===== config.mk =====
export PLATFORM = sky130hd
export DESIGN_NAME = rf_wb_arb_flat
export DESIGN_NICKNAME = d
export VERILOG_FILES = /design/src/rtl/rf_pkg.sv /design/src/rtl/rf_wb_arb_if.sv /design/src/rtl/rf_wb_arb_rr_arb.sv /design/src/rtl/rf_wb_arb.sv /design/src/flat_wrapper.sv
export SDC_FILE = /design/constraint.sdc
export NUM_CORES = 1
export LEC_CHECK = 0
export CAP_MARGIN = 10
export CORE_MARGIN = 2
export CORE_UTILIZATION = 45
export DETAILED_ROUTE_END_ITERATION = 10
export PLACE_DENSITY = 0.88
export SYNTH_ARGS = -nofsm -noshare
export SYNTH_HDL_FRONTEND = slang
export SYNTH_SLANG_ARGS = --single-unit
export TNS_END_PERCENT = 5

===== constraint.sdc =====
create_clock -name clk -period 3.1 [get_ports clk]
set_input_delay 0.31 -clock clk [delete_from_list [all_inputs] [get_ports clk]]
set_output_delay 0.31 -clock clk [all_outputs]
set_load 0.005 [all_outputs]

===== src/rtl/rf_pkg.sv =====
// rtl/rf_pkg.sv - shared widths, requester ids and round-robin helper for rf write-back
package rf_pkg;

    localparam int XLEN    = 32;
    localparam int AW      = 5;
    localparam int N_REQ   = 3;

    localparam int REQ_ALU = 0;
    localparam int REQ_MUL = 1;
    localparam int REQ_LSU = 2;

    function automatic int rr_next(input int idx, input int n);
        return (idx + 1 >= n) ? 0 : idx + 1;
    endfunction

endpackage


===== src/rtl/rf_wb_arb_if.sv =====
// rtl/rf_wb_arb_if.sv - write-back request, rf write and scoreboard lookup bundle
interface rf_wb_arb_if #(
    parameter int N_REQ = rf_pkg::N_REQ,
    parameter int XLEN  = rf_pkg::XLEN,
    parameter int AW    = rf_pkg::AW
);
    logic [N_REQ-1:0]      wb_req_vld;
    logic [N_REQ*AW-1:0]   wb_req_addr;
    logic [N_REQ*XLEN-1:0] wb_req_data;
    logic [N_REQ-1:0]      wb_req_rdy;

    logic                  rf_wb_vld;
    logic [AW-1:0]         rf_wb_addr;
    logic [XLEN-1:0]       rf_wb_data;

    logic                  idu_sb_set_vld;
    logic [AW-1:0]         idu_sb_set_addr;
    logic                  idu_sb_flush;
    logic [AW-1:0]         idu_src1_addr;
    logic [AW-1:0]         idu_src2_addr;
    logic                  sb_src1_busy;
    logic                  sb_src2_busy;

    modport master (
        output wb_req_vld, wb_req_addr, wb_req_data,
        output idu_sb_set_vld, idu_sb_set_addr, idu_sb_flush, idu_src1_addr, idu_src2_addr,
        input  wb_req_rdy, rf_wb_vld, rf_wb_addr, rf_wb_data, sb_src1_busy, sb_src2_busy
    );

    modport slave (
        input  wb_req_vld, wb_req_addr, wb_req_data,
        input  idu_sb_set_vld, idu_sb_set_addr, idu_sb_flush, idu_src1_addr, idu_src2_addr,
        output wb_req_rdy, rf_wb_vld, rf_wb_addr, rf_wb_data, sb_src1_busy, sb_src2_busy
    );

endinterface


===== src/rtl/rf_wb_arb_rr_arb.sv =====
// rtl/rf_wb_arb_rr_arb.sv - combinational round-robin arbiter, search starts at i_ptr
module rr_arb #(
    parameter int N = 3,
    localparam int IW = $clog2(N)
) (
    input  logic [N-1:0]  i_vld,
    input  logic [IW-1:0] i_ptr,
    output logic [N-1:0]  o_gnt,
    output logic [IW-1:0] o_gnt_idx,
    output logic          o_any
);

    int w_idx;

    always_comb begin
        o_gnt     = '0;
        o_gnt_idx = '0;
        o_any     = 1'b0;
        w_idx     = 0;
        for (int k = 0; k < N; k++) begin
            w_idx = int'(i_ptr) + k;
            if (w_idx >= N) w_idx = w_idx - N;
            if (!o_any && i_vld[w_idx]) begin
                o_any        = 1'b1;
                o_gnt[w_idx] = 1'b1;
                o_gnt_idx    = IW'(w_idx);
            end
        end
    end

endmodule


===== src/rtl/rf_wb_arb.sv =====
// rtl/rf_wb_arb.sv - rf write-port owner: round-robin write-back arbiter plus RAW scoreboard
module rf_wb_arb
    import rf_pkg::*;
#(
    parameter int N_REQ = rf_pkg::N_REQ,
    parameter int XLEN  = rf_pkg::XLEN,
    parameter int AW    = rf_pkg::AW
) (
    input  logic         clk,
    input  logic         rst_n,
    rf_wb_arb_if.slave   bus
);

    localparam int IW   = $clog2(N_REQ);
    localparam int NREG = 1 << AW;

    logic [N_REQ-1:0] w_gnt;
    logic [IW-1:0]    w_gnt_idx;
    logic             w_gnt_any;
    logic [AW-1:0]    w_req_addr;
    logic [XLEN-1:0]  w_req_data;
    logic [NREG-1:0]  w_sb_nxt;

    logic [IW-1:0]    r_rr_ptr;
    logic             r_wb_vld;
    logic [AW-1:0]    r_wb_addr;
    logic [XLEN-1:0]  r_wb_data;
    logic [NREG-1:0]  r_sb;

    rr_arb #(.N(N_REQ)) u_rr_arb (
        .i_vld     (bus.wb_req_vld),
        .i_ptr     (r_rr_ptr),
        .o_gnt     (w_gnt),
        .o_gnt_idx (w_gnt_idx),
        .o_any     (w_gnt_any)
    );

    assign w_req_addr = bus.wb_req_addr[int'(w_gnt_idx)*AW +: AW];
    assign w_req_data = bus.wb_req_data[int'(w_gnt_idx)*XLEN +: XLEN];

    assign bus.wb_req_rdy = rst_n ? '0 : w_gnt;

    // x0 writes are accepted from the requester but never reach rf
    always_ff @(posedge clk or posedge rst_n) begin
        if (rst_n) begin
            r_rr_ptr  <= '0;
            r_wb_vld  <= 1'b0;
            r_wb_addr <= '0;
            r_wb_data <= '0;
        end else if (w_gnt_any) begin
            r_rr_ptr  <= IW'(rr_next(int'(w_gnt_idx), N_REQ));
            r_wb_vld  <= (w_req_addr != '0);
            r_wb_addr <= w_req_addr;
            r_wb_data <= w_req_data;
        end else begin
            r_wb_vld  <= 1'b0;
        end
    end

    assign bus.rf_wb_vld  = r_wb_vld;
    assign bus.rf_wb_addr = r_wb_addr;
    assign bus.rf_wb_data = r_wb_data;

    // order encodes priority: flush over set over clear
    always_comb begin
        w_sb_nxt = r_sb;
        if (r_wb_vld) w_sb_nxt[r_wb_addr] = 1'b0;
        if (bus.idu_sb_set_vld && (bus.idu_sb_set_addr != '0)) w_sb_nxt[bus.idu_sb_set_addr] = 1'b1;
        if (bus.idu_sb_flush) w_sb_nxt = '0;
    end

    always_ff @(posedge clk or posedge rst_n) begin
        if (rst_n) r_sb <= '0;
        else       r_sb <= w_sb_nxt;
    end

    assign bus.sb_src1_busy = !rst_n && (bus.idu_src1_addr != '0) && r_sb[bus.idu_src1_addr];
    assign bus.sb_src2_busy = !rst_n && (bus.idu_src2_addr != '0) && r_sb[bus.idu_src2_addr];

endmodule


===== src/flat_wrapper.sv =====
// flat-port wrapper written by rule: the top's interface ports become plain ports
module rf_wb_arb_flat import rf_pkg::*;
#(
    parameter int N_REQ = rf_pkg::N_REQ,
    parameter int XLEN  = rf_pkg::XLEN,
    parameter int AW    = rf_pkg::AW
)
  (clk, rst_n, bus_wb_req_vld, bus_wb_req_addr, bus_wb_req_data, bus_idu_sb_set_vld, bus_idu_sb_set_addr, bus_idu_sb_flush, bus_idu_src1_addr, bus_idu_src2_addr, bus_wb_req_rdy, bus_rf_wb_vld, bus_rf_wb_addr, bus_rf_wb_data, bus_sb_src1_busy, bus_sb_src2_busy);
  rf_wb_arb_if #(.N_REQ(N_REQ), .XLEN(XLEN), .AW(AW)) bus_i ();
  input  logic clk;
  input  logic rst_n;
  input wire logic [$bits(bus_i.wb_req_vld)-1:0] bus_wb_req_vld;
  input wire logic [$bits(bus_i.wb_req_addr)-1:0] bus_wb_req_addr;
  input wire logic [$bits(bus_i.wb_req_data)-1:0] bus_wb_req_data;
  input wire logic [$bits(bus_i.idu_sb_set_vld)-1:0] bus_idu_sb_set_vld;
  input wire logic [$bits(bus_i.idu_sb_set_addr)-1:0] bus_idu_sb_set_addr;
  input wire logic [$bits(bus_i.idu_sb_flush)-1:0] bus_idu_sb_flush;
  input wire logic [$bits(bus_i.idu_src1_addr)-1:0] bus_idu_src1_addr;
  input wire logic [$bits(bus_i.idu_src2_addr)-1:0] bus_idu_src2_addr;
  output wire logic [$bits(bus_i.wb_req_rdy)-1:0] bus_wb_req_rdy;
  output wire logic [$bits(bus_i.rf_wb_vld)-1:0] bus_rf_wb_vld;
  output wire logic [$bits(bus_i.rf_wb_addr)-1:0] bus_rf_wb_addr;
  output wire logic [$bits(bus_i.rf_wb_data)-1:0] bus_rf_wb_data;
  output wire logic [$bits(bus_i.sb_src1_busy)-1:0] bus_sb_src1_busy;
  output wire logic [$bits(bus_i.sb_src2_busy)-1:0] bus_sb_src2_busy;
  assign bus_i.wb_req_vld = bus_wb_req_vld;
  assign bus_i.wb_req_addr = bus_wb_req_addr;
  assign bus_i.wb_req_data = bus_wb_req_data;
  assign bus_i.idu_sb_set_vld = bus_idu_sb_set_vld;
  assign bus_i.idu_sb_set_addr = bus_idu_sb_set_addr;
  assign bus_i.idu_sb_flush = bus_idu_sb_flush;
  assign bus_i.idu_src1_addr = bus_idu_src1_addr;
  assign bus_i.idu_src2_addr = bus_idu_src2_addr;
  assign bus_wb_req_rdy = bus_i.wb_req_rdy;
  assign bus_rf_wb_vld = bus_i.rf_wb_vld;
  assign bus_rf_wb_addr = bus_i.rf_wb_addr;
  assign bus_rf_wb_data = bus_i.rf_wb_data;
  assign bus_sb_src1_busy = bus_i.sb_src1_busy;
  assign bus_sb_src2_busy = bus_i.sb_src2_busy;
  rf_wb_arb #(.N_REQ(N_REQ), .XLEN(XLEN), .AW(AW)) u_core (.clk(clk), .rst_n(rst_n), .bus(bus_i));
endmodule

-- Word level (Yosys, flattened, before mapping)
Index checks and enable logic that the tools add are counted.
- shift operators: 2
- multiply operators: 1
- bitwise logic cells: 5
- reductions and logical operators: 19
- multiplexer cells: 41
- $lt $le $gt $ge: 16
- $add $sub $neg: 6
- operator list (kind ; number):
    two-way mux 32 bit ; 6
    greater-or-equal comparator 32 x 1 -> 1 bit (second input constant) ; 3
    less-than comparator 32 x 4 -> 1 bit (second input constant) ; 3
    variable part select 96 x 8 -> 32 bit ; 1
    AND 32 bit ; 1
    inverter 32 bit ; 1
    OR 32 bit ; 1
    variable part select 15 x 32 -> 5 bit ; 1
    less-than comparator 5 x 6 -> 1 bit (second input constant) ; 4
    nonzero test 5 bit ; 4
    two-way mux 1 bit ; 17
    logical AND 1 bit ; 12
    two-way mux 3 bit ; 4
    binary-select mux 1 bit (select 5 bit) ; 2
    demux 1 bit (select 5 bit) ; 2
    greater-or-equal comparator 5 x 1 -> 1 bit (second input constant) ; 2
    greater-or-equal comparator 3 x 2 -> 1 bit (second input constant) ; 3
    two-way mux 2 bit ; 4
    subtractor 3 x 2 -> 4 bit (second input constant) ; 2
    adder 2 x 1 -> 3 bit (second input constant) ; 2
    binary-select mux 1 bit (select 2 bit) ; 3
    demux 1 bit (select 2 bit) ; 3
    OR 3 bit ; 2
    multiplier 2 x 3 -> 5 bit (second input constant) ; 1
    4 further kinds ; 6
- input port bits: 133
- output and inout port bits: 43
- register bits after elaboration: 72

-- Depth between registers and ports, before layout
Gate-level depths: netlist of the first run.
- depth in word-level cells: 16
- depth in mapped cells: 11

-- Cells and area by module
A second synthesis of the first run with hierarchy kept.
- cell total of the unflattened synthesis: 511
- area total of the unflattened synthesis: 4668.2 um^2
- modules (own cells, without submodules) (module ; instances ; seq. area each (um^2) ; cells an instance ; area each (um^2)):
    rf_wb_arb ; 1 ; 1801.7 ; 459 ; 4286.6
    rr_arb ; 1 ; 0.0 ; 52 ; 381.6

-- Worst setup path before layout of the first run
Ideal clock, no wire load.
- path kind: flip-flop to flip-flop
- start point: register u_core.r_rr_ptr[1]
- end point: register u_core.r_wb_vld (netlist: u_core.bus.rf_wb_vld)
- clock period less this slack: 2.492 ns
- slack: 0.608 ns
- data required time: 2.961 ns
- setup time: 0.139 ns
- buffers on the path: 2
- stages on the path, launching flop included: 12
- arrival time: 2.353 ns
- cells stage by stage: dfrtp_1 inv_1 ha_1 buf_6 mux2i_4 o21ai_2 a311o_4 nand2_4 buf_12 mux2_4 mux2i_2 a41oi_2
- cells in the longest elaborated chain, start to end: 16
- elaborated cells on any way between the ends: 34
- classes of those cells: add/sub (5); mul (1); order compare (3); shift (1); mux (19); reduce/logical (5)
- RTL lines (element ; RTL line ; text):
    start, declared ; rf_wb_arb.sv:24 ; logic [IW-1:0] r_rr_ptr;
    start signal, assigned ; rf_wb_arb.sv:51 ; r_rr_ptr <= IW'(rr_next(int'(w_gnt_idx), N_REQ));
    branches (longest 15 deep; another with multiplier 2 x 3 -> 5 bit) ; - ;
    two-way mux 1 bit * ; rf_wb_arb.sv:50 ; end else if (w_gnt_any) begin
    end signal, assigned ; rf_wb_arb.sv:52 ; r_wb_vld <= (w_req_addr != '0);
    end, declared ; rf_wb_arb.sv:25 ; logic r_wb_vld;
Every way passes the cells marked *. The select of a mux whose other input is x is not followed.
A chain may end at the register's enable or synchronous reset.

-- Final worst setup path of the first run
- start point: register u_core.r_rr_ptr[0]
- end point: output port bus_wb_req_rdy[2]
- cells in the longest elaborated chain, start to end: 13
- elaborated cells on any way between the ends: 47
- classes of those cells: add/sub (5); order compare (9); mux (24); bitwise (2); reduce/logical (7)
- RTL lines (element ; RTL line ; text):
    branches (longest 11 deep; another with greater-or-equal comparator 32 x 1 -> 1 bit) ; - ;
    two-way mux 3 bit * ; rf_wb_arb_rr_arb.sv:23 ; if (!o_any && i_vld[w_idx]) begin
    two-way mux 3 bit * ; rf_wb_arb.sv:41 ; assign bus.wb_req_rdy = rst_n ? '0 : w_gnt;
    end, declared ; flat_wrapper.sv:20 ; output wire logic [$bits(bus_i.wb_req_rdy)-1:0] bus_wb_req_rdy;
Marked as above.

==> results of run 1 <==
-- routing by layer --
layer | share of wire | track usage
met4 | 0.026 | 0.1043
met3 | 0.12 | 0.1014
met5 | 0 | 0
met2 | 0.50 | 0.4300
met1 | 0.35 | 0.2762
-- cells in the mapped netlist, drive strengths merged (2+ instances only) --
| library cell | instances |
|---|---|
| mux4 | 18 |
| and3 | 3 |
| nand3 | 5 |
| clkbuf | 25 |
| nor3b | 4 |
| a21oi | 33 |
| o2bb2ai | 2 |
| ha | 4 |
| dfrtp | 71 |
| a21o | 33 |
| nand2 | 54 |
| nor2b | 2 |
| o211ai | 2 |
| nor3 | 3 |
| o21ai | 43 |
| mux2i | 39 |
| and3b | 3 |
| nand3b | 7 |
| buf | 8 |
| nor2 | 42 |
| mux2 | 4 |
| a31oi | 3 |
| inv | 4 |
| a211oi | 33 |
-- cell families after synthesis --
logic type,count (synthesis)
AO/OA/AOI/OAI,155
adder cells (fa/ha/maj),4
buffers and inverters,38
flip-flops,71
multiplexers,61
AND/OR/NAND/NOR,129
-- sequential cells by signal, summed over array words and instances, names as in the netlist --
signal                 count
u_core.r_sb               31
u_core.bus.rf_wb_vld       1
u_core.bus.rf_wb_data     32
u_core.bus.rf_wb_addr      5
u_core.r_rr_ptr            2
-- cell type report --
cell class	instances	area, um^2
fill	786	3592
multi-input combinational	349	2537
timing repair buffer	186	1884
sequential	71	1777
tap	136	170.2
clock buffer	12	155.1
clock inverter	4	53.80
inverter	4	15.01
-- what timing repair did --
action / CTS / global route
hold endpoints to repair: 0 / 0
hold buffers: 0 / 0
gates resized for setup: 2 / 1
endpoints found under the setup margin: 2 / 2
-- worst max-delay path by stage --
stage                               from              endpoint  slack (ps)  cells past startpoint
floorplan             u_core.r_rr_ptr[1]  u_core.bus.rf_wb_vld         610                     11
global placement    bus_idu_src2_addr[0]      bus_sb_src2_busy         210                      7
detailed placement  bus_idu_src1_addr[0]      bus_sb_src1_busy         170                      7
CTS                   u_core.r_rr_ptr[0]     bus_wb_req_rdy[2]          30                      9
global route          u_core.r_rr_ptr[0]     bus_wb_req_rdy[2]           2                      9
finish                u_core.r_rr_ptr[0]     bus_wb_req_rdy[2]         140                      9
-- power by group --
part / leakage [nW] / total [mW] / internal [mW] / switching, mW
clock network: 0.0988 / 0.784 / 0.417 / 0.367
logic: 1.81 / 3.47 / 1.79 / 1.69
registers: 0.901 / 1.50 / 1.24 / 0.257
==> run_results.csv, run 1 <==
group,metric,value,unit
cells_and_area,drive_above_1_share,0.1022,
cells_and_area,post-route-util,0.6473,
cells_and_area,most-common-layout-cells,"175 x clkdlybuf4s50_1, 71 x dfrtp_1, 53 x nand2_1",
min_path,worstHoldEndpoint,"u_core.bus.rf_wb_data[27]",
cells_and_area,layout.nets,758,
drt,ant_nets,0,
pwr,power.leakage,2.810,nW
drt,first_iter_violations,326,
drt,via_count,4362,
setup_path,r2r-start,"u_core.r_rr_ptr[1]",
yosys,yosysWarnings,0,
yosys,synth_cells,458,
sta,setup_slack,143.5,ps
yosys,synth_top_family_by_area,"compound AO/OA/AOI/OAI gates",
sta,min_period,2957,ps
grt,grt_first_pass_wirelength,21.89,mm
floorplanning,io_pins,176,
yosys,synthDistinctLibCells,49,
sta,rsz0062_at_grt,"no",
cells_and_area,final_common_cell,"clkdlybuf4s50_1",
floorplanning,die_height,105.7,um
sta,timing.final.crit_share,0.9537,
setup_path,cp_top_family,"buffers and inverters",
floorplanning,rows,37,
yosys,synth_area,4657,um^2
yosys,syn_avg_cell_area,10.17,um^2
placed_design,hpwl,10.60,mm
drt,drc_errors,0,
grt,grt_pass1_vias,4382,
setup_path,path_cells,"inv_1, ha_1, or2_1, o21ai_2, nand2_1, o21ai_0, o21ai_0, a21oi_1, clkdlybuf4s50_1",
cells_and_area,area_growth,41.56,%
cells_and_area,stdcell_count,762,
grt,antenna_found_initial,0,
sta,finalSetupViolCount,0,
yosys,synthXorXnorAreaFrac,0,
cts,cts_sinks,71,
setup_path,worstPathMaxFanout,7,
placed_design,port_buffers,175,
sta,tightest_slew,1114,ps
grt,grt_usage,0.2511,
floorplanning,start_util,0.4572,
outcome,outcome,"finished clean",
setup_path,ff2ff_path_depth,10,
setup_path,crit_type,"reg -> out",
drt,post_drt_wl_per_cell,18.42,um
cts,clock_latency,370,ps
grt,grt_overflow,0,
setup_path,arrival,2650,ps
cts,cts.clk_slew.worst_paths,70,ps
cts,cts_max_level,3,
grt,grt_max_degree,72,
setup_path,crit_buf_inv,2,
yosys,synth_area_leaders,"dfrtp_1 38%, mux4_2 8.7%, mux2i_1 8.0%",
floorplanning,die_w,105.7,um
pwr,power_density,873.1,nW/um^2
drt,avgViaCountPerCell,5.724,
setup_path,start_kind,"flop",
sta,fin_skew,9.997,ps
floorplanning,die_area,11180,um^2
yosys,yosysSeqAreaShare,0.3815,
yosys,ys.flop_type,"dfrtp_1",
yosys,synthesis.nets,595,
cells_and_area,finalInstanceArea,6593,um^2
placed_design,place_area,6377,um^2
yosys,yosys.area_share.adder,0.01075,
cells_and_area,diodes,0,
setup_path,slowest_stage,"clkdlybuf4s50_1",
yosys,synth_edf_count,0,
cts,numCtsBuffers,9,
pwr,peakVddDrop,708.8,uV
floorplanning,core_area,10180,um^2
pwr,power.total,5.756,mW
setup_path,r2r-end,"u_core.bus.rf_wb_data[21]",
placed_design,place_inst,746,
sta,slew_headroom,0.2550,
yosys,synth_top_cell_area_share,0.3815,
sta,tns,0,ps
setup_path,worst_setup_path_end_kind,"primary output",
yosys,synth_compound_area_frac,0.2179,
cts,cts_buffer_depth,2,
flow_run,max_cap_viol_count,0,
sta,fmax,0.3382,GHz
yosys,async_flop_share,1.000,
setup_path,cp.required,2790,ps
sta,hold_ws,485.3,ps
drt,drtPass1Iterations,5,
cts,cts_setup_buffers,0,
placed_design,detailedPlace.worstSlack,169.0,ps
min_path,hold_class,"reg -> reg",
sta,hold_viol_final,0,
cts,cts_root_buf,"clkbuf_8",
cts,cts_tree,"done",
setup_path,regToRegSetupSlack,360,ps
yosys,synth_seq_cells,71,
min_path,min_from,"u_core.bus.rf_wb_data[27]",
yosys,synth_mux_area_frac,0.1848,
yosys,synth-simple-area-share,0.1284,
setup_path,path_common_cell,"o21ai_0",
min_path,holdPathStages,1,
drt,routed_wl,14.04,mm
sta,slew_violations,0,
placed_design,place.gp.congestion,0.9483,
setup_path,slowest_delay,520,ps
yosys,yosys.area.top_type,"dfrtp_1",
Power figures use the tool's default switching activity.
==> inputs of run 2 (changes only) <==
--- a/config.mk
+++ b/config.mk
@@ -6,8 +6,9 @@
 export NUM_CORES = 1
 export LEC_CHECK = 0
 export CAP_MARGIN = 10
-export CORE_MARGIN = 2
+export CORE_MARGIN = 3
 export CORE_UTILIZATION = 45
+export CTS_BUF_LIST = sky130_fd_sc_hd__clkbuf_8
 export DETAILED_ROUTE_END_ITERATION = 10
 export PLACE_DENSITY = 0.88
 export SYNTH_ARGS = -nofsm -noshare
==> run 2 against run 1 <==
  * Clock skew is 3.0 ps lower
  * Via count fell by 0.16%
  * Wire length increased by 2.2%
  * Setup slack better by 12 ps
  * First-iteration DRC count down 7.4%
  * Combinational power barely moved
  * Cell count fell by 0.26%
  * Die area is 3.8% higher
  * Critical path depth shrank 2
  * Clock-buffer cell count down 2
  * Core utilization grew 2.0 points
  * Critical path type is now in -> out
  * Critical endpoint is now bus_sb_src2_busy
  * Highest routed layer unchanged
==> run_results.csv, run 2 (synthesis gave the netlist of run 1 again) <==
group,metric,value,unit
setup_path,regToRegSetupSlack,380,ps
setup_path,worst_setup_path_end_kind,"primary output",
cells_and_area,most-common-layout-cells,"175 x clkdlybuf4s50_1, 70 x dfrtp_1, 53 x nand2_1",
cells_and_area,diodes,0,
pwr,pwr-share-comb,0.591,
flow_run,max_cap_viol_count,0,
setup_path,crit_type,"in -> out",
cts,numCtsBuffers,9,
drt,routed_wl,14.34,mm
pwr,switching_share,0.3887,
sta,slew_headroom,0.2403,
sta,fin_skew,6.976,ps
cts,cts_setup_buffers,0,
cells_and_area,fillCellCount,781,
floorplanning,io_pins,176,
floorplanning,core_area,9910,um^2
sta,hold_viol_final,0,
pwr,power_density,886.4,nW/um^2
pwr,pwr-share-clk,0.154,
setup_path,worstPathMaxFanout,9,
setup_path,start_kind,"primary input",
grt,grt_usage,0.2468,
grt,grt_overflow,0,
outcome,outcome,"finished clean",
drt,ant_nets,0,
cts,cts_root_buf,"clkbuf_8",
pwr,pwr-share-seq,0.255,
grt,grt_first_pass_wirelength,22.29,mm
drt,drc_errors,0,
placed_design,port_buffers,175,
drt,post_drt_wl_per_cell,18.87,um
setup_path,cp.required,2790,ps
sta,rsz0062_at_grt,"no",
sta,min_period,2945,ps
sta,tns,0,ps
placed_design,place.gp.congestion,0.9352,
floorplanning,die_w,107.7,um
floorplanning,die_area,11610,um^2
cells_and_area,largest_register_ffs,32,
sta,timing.final.crit_share,0.9499,
cts,clock_latency,340,ps
sta,tightest_slew,1136,ps
drt,drtPass1Iterations,5,
grt,grt_max_degree,72,
drt,avgViaCountPerCell,5.730,
grt,antenna_found_initial,0,
cells_and_area,drive_above_1_share,0.1069,
cts,cts.clk_slew.worst_paths,70,ps
pwr,internal_power,3.582,mW
setup_path,arrival,2630,ps
min_path,hold_class,"reg -> reg",
placed_design,hpwl,11.01,mm
cts,cts_sinks,71,
sta,fmax,0.3396,GHz
grt,grt_pass1_vias,4367,
sta,finalSetupViolCount,0,
drt,first_iter_violations,302,
pwr,power.leakage,2.820,nW
min_path,holdPathStages,1,
floorplanning,start_util,0.4699,
cts,cts_max_level,3,
setup_path,r2r-start,"u_core.r_rr_ptr[0]",
min_path,worstHoldEndpoint,"u_core.bus.rf_wb_data[0]",
setup_path,startpoint,"bus_idu_src2_addr[0]",
cells_and_area,area_growth,41.94,%
cts,hold_buffers,0,
pwr,p_sw,2.278,mW
setup_path,ff2ff_path_depth,10,
sta,hold_ws,479.5,ps
drt,via_count,4355,
pwr,peakVddDrop,686.3,uV
cells_and_area,final_common_cell,"clkdlybuf4s50_1",
sta,slew_violations,0,
cells_and_area,layout.nets,759,
floorplanning,die_height,107.7,um
setup_path,r2r-end,"u_core.bus.rf_wb_data[7]",
floorplanning,rows,36,
cts,cts_tree,"done",
min_path,min_from,"u_core.bus.rf_wb_data[0]",
cts,cts_buffer_depth,2,
-- run 2: cell types whose count changed in the layout (fill, tap and decap cells not counted) --
cell,change
dfrtp_2,+1
inv_1,+1
ha_1,-1
buf_4,+4
clkbuf_8,-1
clkbuf_1,-1
dfrtp_1,-1
ha_4,+1
bufinv_16,+2
buf_12,-3
clkinv_4,-1
-- run 2: repair_timing --
| item | in CTS | in global routing |
|---|---|---|
| pin swaps | 0 | 0 |
| endpoints found under the setup margin | 2 | 2 |
| gates resized for setup | 2 | 4 |
-- run 2: worst max-delay path, cell delays in order --
cell and delay, ps:
clkdlybuf4s50_1 460, buf_4 200, mux4_2 520, mux4_2 480
mux2i_1 150, nor2_1 50, clkdlybuf4s50_1 460
-- run 2: metrics by stage --
stage / instance area, um^2 / setup WS, ps / utilization / power, mW / instances
floorplan: 4657 / 608.2 / - / 4.037 / 458
global placement: 6344 / 202.5 / 0.6402 / 4.815 / 744
detailed placement: 6344 / 148.7 / 0.6402 / 4.917 / 744
CTS: 6593 / 68.32 / 0.6653 / 5.852 / 760
global route: 6610 / 53.52 / 0.6670 / 6.273 / 760
finish: 6610 / 155.4 / 0.6670 / 5.859 / 760
-- run 2: how the worst max path moves through the flow --
stage	endpoint	slack (ps)	depth (start not counted)
6_report	bus_sb_src2_busy	160	7
3_5_place_dp	bus_sb_src2_busy	150	7
4_1_cts	bus_wb_req_rdy[2]	70	9
5_1_grt	bus_wb_req_rdy[2]	50	9
2_1_floorplan	u_core.bus.rf_wb_vld	610	11
3_3_place_gp	bus_sb_src1_busy	200	7
-- run 2: area by class of cell --
class | count | area (um^2) | area share
repair buffers | 187 | 1854 | 0.2805
well taps | 133 | 166.4 | 0.02518
inverters | 4 | 15.01 | 0.002271
clock buffers | 10 | 137.6 | 0.02082
clock inverters | 6 | 108.9 | 0.01647
multi-input cells | 349 | 2550 | 0.3858
flip-flops and latches | 71 | 1778 | 0.2690
-- run 2: per-layer routing --
metal	global-route usage	vias up	wire length [um]
met2	0.4250	239	7385
met5	0	-	0
met1	0.2854	2076	5160
met4	0.07124	0	225
li1	-	2020	-
met3	0.09418	20	1569
-- run 2: power groups by stage --
| stage | sequential (mW) | combinational (mW) | clock, mW |
|---|---|---|---|
| after floorplan | 1.43 | 2.61 | 0 |
| after detailed placement | 1.49 | 3.42 | 0 |
| after global placement | 1.49 | 3.33 | 0 |
| final | 1.50 | 3.46 | 0.902 |
| after CTS | 1.48 | 3.45 | 0.917 |
| after global routing | 1.53 | 3.79 | 0.953 |
==> inputs of run 3 (changes only) <==
--- a/config.mk
+++ b/config.mk
@@ -10,6 +10,7 @@
 export CORE_UTILIZATION = 45
 export CTS_BUF_LIST = sky130_fd_sc_hd__clkbuf_8
 export DETAILED_ROUTE_END_ITERATION = 10
+export GPL_ROUTABILITY_DRIVEN = 0
 export PLACE_DENSITY = 0.88
 export SYNTH_ARGS = -nofsm -noshare
 export SYNTH_HDL_FRONTEND = slang
==> run 3 against run 2 <==
  * Sequential share of layout area up 0.23 points
  * Critical path depth up 2
  * Via count up 1.8%
  * Sequential power about the same
  * Critical path type is now reg -> out
  * Final area down 0.91%
  * Setup slack worse by 59 ps
  * Clock-buffer cell count up 1
==> run_results.csv, run 3 (synthesis gave the netlist of run 1 again) <==
group,metric,value,unit
cells_and_area,fillCellCount,792,
floorplanning,io_pins,176,
pwr,internal_power,3.399,mW
min_path,hold_class,"reg -> reg",
cts,cts_root_buf,"clkbuf_8",
pwr,power_density,870.3,nW/um^2
min_path,holdPathStages,1,
min_path,min_from,"u_core.bus.rf_wb_data[12]",
floorplanning,die_area,11610,um^2
floorplanning,die_height,107.7,um
cells_and_area,area_growth,40.65,%
setup_path,ff2ff_path_depth,10,
sta,tns,0,ps
cts,numCtsBuffers,9,
pwr,pwr-share-comb,0.605,
setup_path,regToRegSetupSlack,190,ps
floorplanning,rows,36,
pwr,pwr-share-clk,0.134,
setup_path,r2r-start,"u_core.r_rr_ptr[1]",
pwr,pwr-share-seq,0.261,
drt,first_iter_violations,251,
grt,grt_overflow,0,
floorplanning,start_util,0.4699,
drt,avgViaCountPerCell,5.841,
cells_and_area,finalInstanceArea,6550,um^2
floorplanning,core_area,9910,um^2
setup_path,start_kind,"flop",
drt,drc_errors,0,
cts,cts_max_level,3,
cells_and_area,diodes,0,
cells_and_area,drive_above_1_share,0.1038,
drt,ant_nets,0,
sta,hold_viol_final,0,
setup_path,worst_setup_path_end_kind,"primary output",
cts,clock_latency,350,ps
sta,rsz0062_at_grt,"no",
floorplanning,die_w,107.7,um
grt,antenna_found_initial,0,
drt,post_drt_wl_per_cell,19.39,um
placed_design,hpwl,11.04,mm
setup_path,crit_type,"reg -> out",
setup_path,cp.required,2790,ps
pwr,p_sw,2.302,mW
sta,slew_headroom,0.2418,
sta,setup_slack,96.44,ps
grt,grt_max_degree,72,
sta,slew_violations,0,
sta,min_period,3004,ps
cells_and_area,largest_register_ffs,32,
sta,hold_ws,479.3,ps
cts,cts_sinks,71,
cells_and_area,multi_input_area,2540,um^2
placed_design,port_buffers,175,
cts,cts.clk_slew.worst_paths,70,ps
cts,cts_setup_buffers,0,
pwr,switching_share,0.4038,
setup_path,r2r-end,"u_core.bus.rf_wb_data[20]",
outcome,outcome,"finished clean",
cells_and_area,most-common-layout-cells,"175 x clkdlybuf4s50_1, 71 x dfrtp_1, 53 x nand2_1",
grt,grt_first_pass_wirelength,23.14,mm
sta,finalSetupViolCount,0,
drt,via_count,4433,
placed_design,detailedPlace.worstSlack,132.7,ps
sta,tightest_slew,1134,ps
flow_run,max_cap_viol_count,0,
drt,routed_wl,14.72,mm
sta,fin_skew,14.86,ps
drt,drtPass1Iterations,6,
pwr,power.leakage,2.803,nW
grt,grt_pass1_vias,4472,
sta,timing.final.crit_share,0.9689,
pwr,peakVddDrop,507.7,uV
placed_design,place_area,6344,um^2
cts,cts_buffer_depth,2,
cells_and_area,final_common_cell,"clkdlybuf4s50_1",
setup_path,worstPathMaxFanout,6,
cells_and_area,layout.nets,759,
sta,fmax,0.3329,GHz
min_path,worstHoldEndpoint,"u_core.bus.rf_wb_data[12]",
cells_and_area,final-seq-area,1777,um^2
setup_path,arrival,2690,ps
cts,cts_tree,"done",
grt,grt_usage,0.2577,
run 3: cell types whose count changed in the layout (fill, tap and decap cells not counted), sizes merged:
cell      delta
bufinv       -2
clkinv       +1
clkbuf       +1
clkinvlp     -1
run 3: worst max-delay path: stages (launching register included):
cell             delay, ps
dfrtp_1                430
inv_1                  100
ha_2                   300
mux2i_1                190
or2_1                  180
o21ai_2                130
nor2_1                 180
a211oi_1                80
nor3_1                 200
clkdlybuf4s50_1        550
run 3: timing repair:
item	4_1_cts	5_1_grt
hold buffers	0	0
resized for setup	2	2
setup endpoints to repair	2	3
run 3: area by class of cell:
cell class | instances | area share
inverter | 4 | 0.002292
clock buffer | 11 | 0.02311
tap | 133 | 0.02541
clock inverter | 4 | 0.007068
sequential | 71 | 0.2713
timing repair buffer | 187 | 0.2831
multi-input combinational | 349 | 0.3878
run 3: per-layer routing:
layer  part of all wire  global-route usage
met5                  0                   0
met4              0.029             0.08386
met3               0.12             0.09238
met2               0.51              0.4494
met1               0.34              0.2929
run 3: power by group through the flow:
stage	sequential (mW)	combinational (mW)	clock, mW
after CTS	1.49	3.43	0.768
final	1.49	3.45	0.762
after floorplan	1.43	2.61	0
after global placement	1.49	3.28	0
after detailed placement	1.49	3.40	0
after global routing	1.53	3.79	0.814
run 3: how the worst max path moves through the flow:
| stage | end | startpoint | cells after the start | slack, ps |
|---|---|---|---|---|
| after floorplan | u_core.bus.rf_wb_vld | u_core.r_rr_ptr[1] | 11 | 610 |
| after global placement | bus_sb_src1_busy | bus_idu_src1_addr[0] | 7 | 200 |
| after detailed placement | bus_sb_src1_busy | bus_idu_src1_addr[0] | 7 | 130 |
| after CTS | bus_wb_req_rdy[2] | u_core.r_rr_ptr[0] | 9 | 10 |
| after global routing | bus_wb_req_rdy[2] | u_core.r_rr_ptr[1] | 10 | 3 |
| final | bus_wb_req_rdy[0] | u_core.r_rr_ptr[1] | 9 | 100 |
run 3: through the flow:
| stage | util | total power, mW | instances |
|---|---|---|---|
| finish | 0.6610 | 5.700 | 759 |
| CTS | 0.6604 | 5.689 | 759 |
| detailed placement | 0.6402 | 4.899 | 744 |
| global placement | 0.6402 | 4.770 | 744 |
| global route | 0.6610 | 6.135 | 759 |
| floorplan | - | 4.037 | 458 |
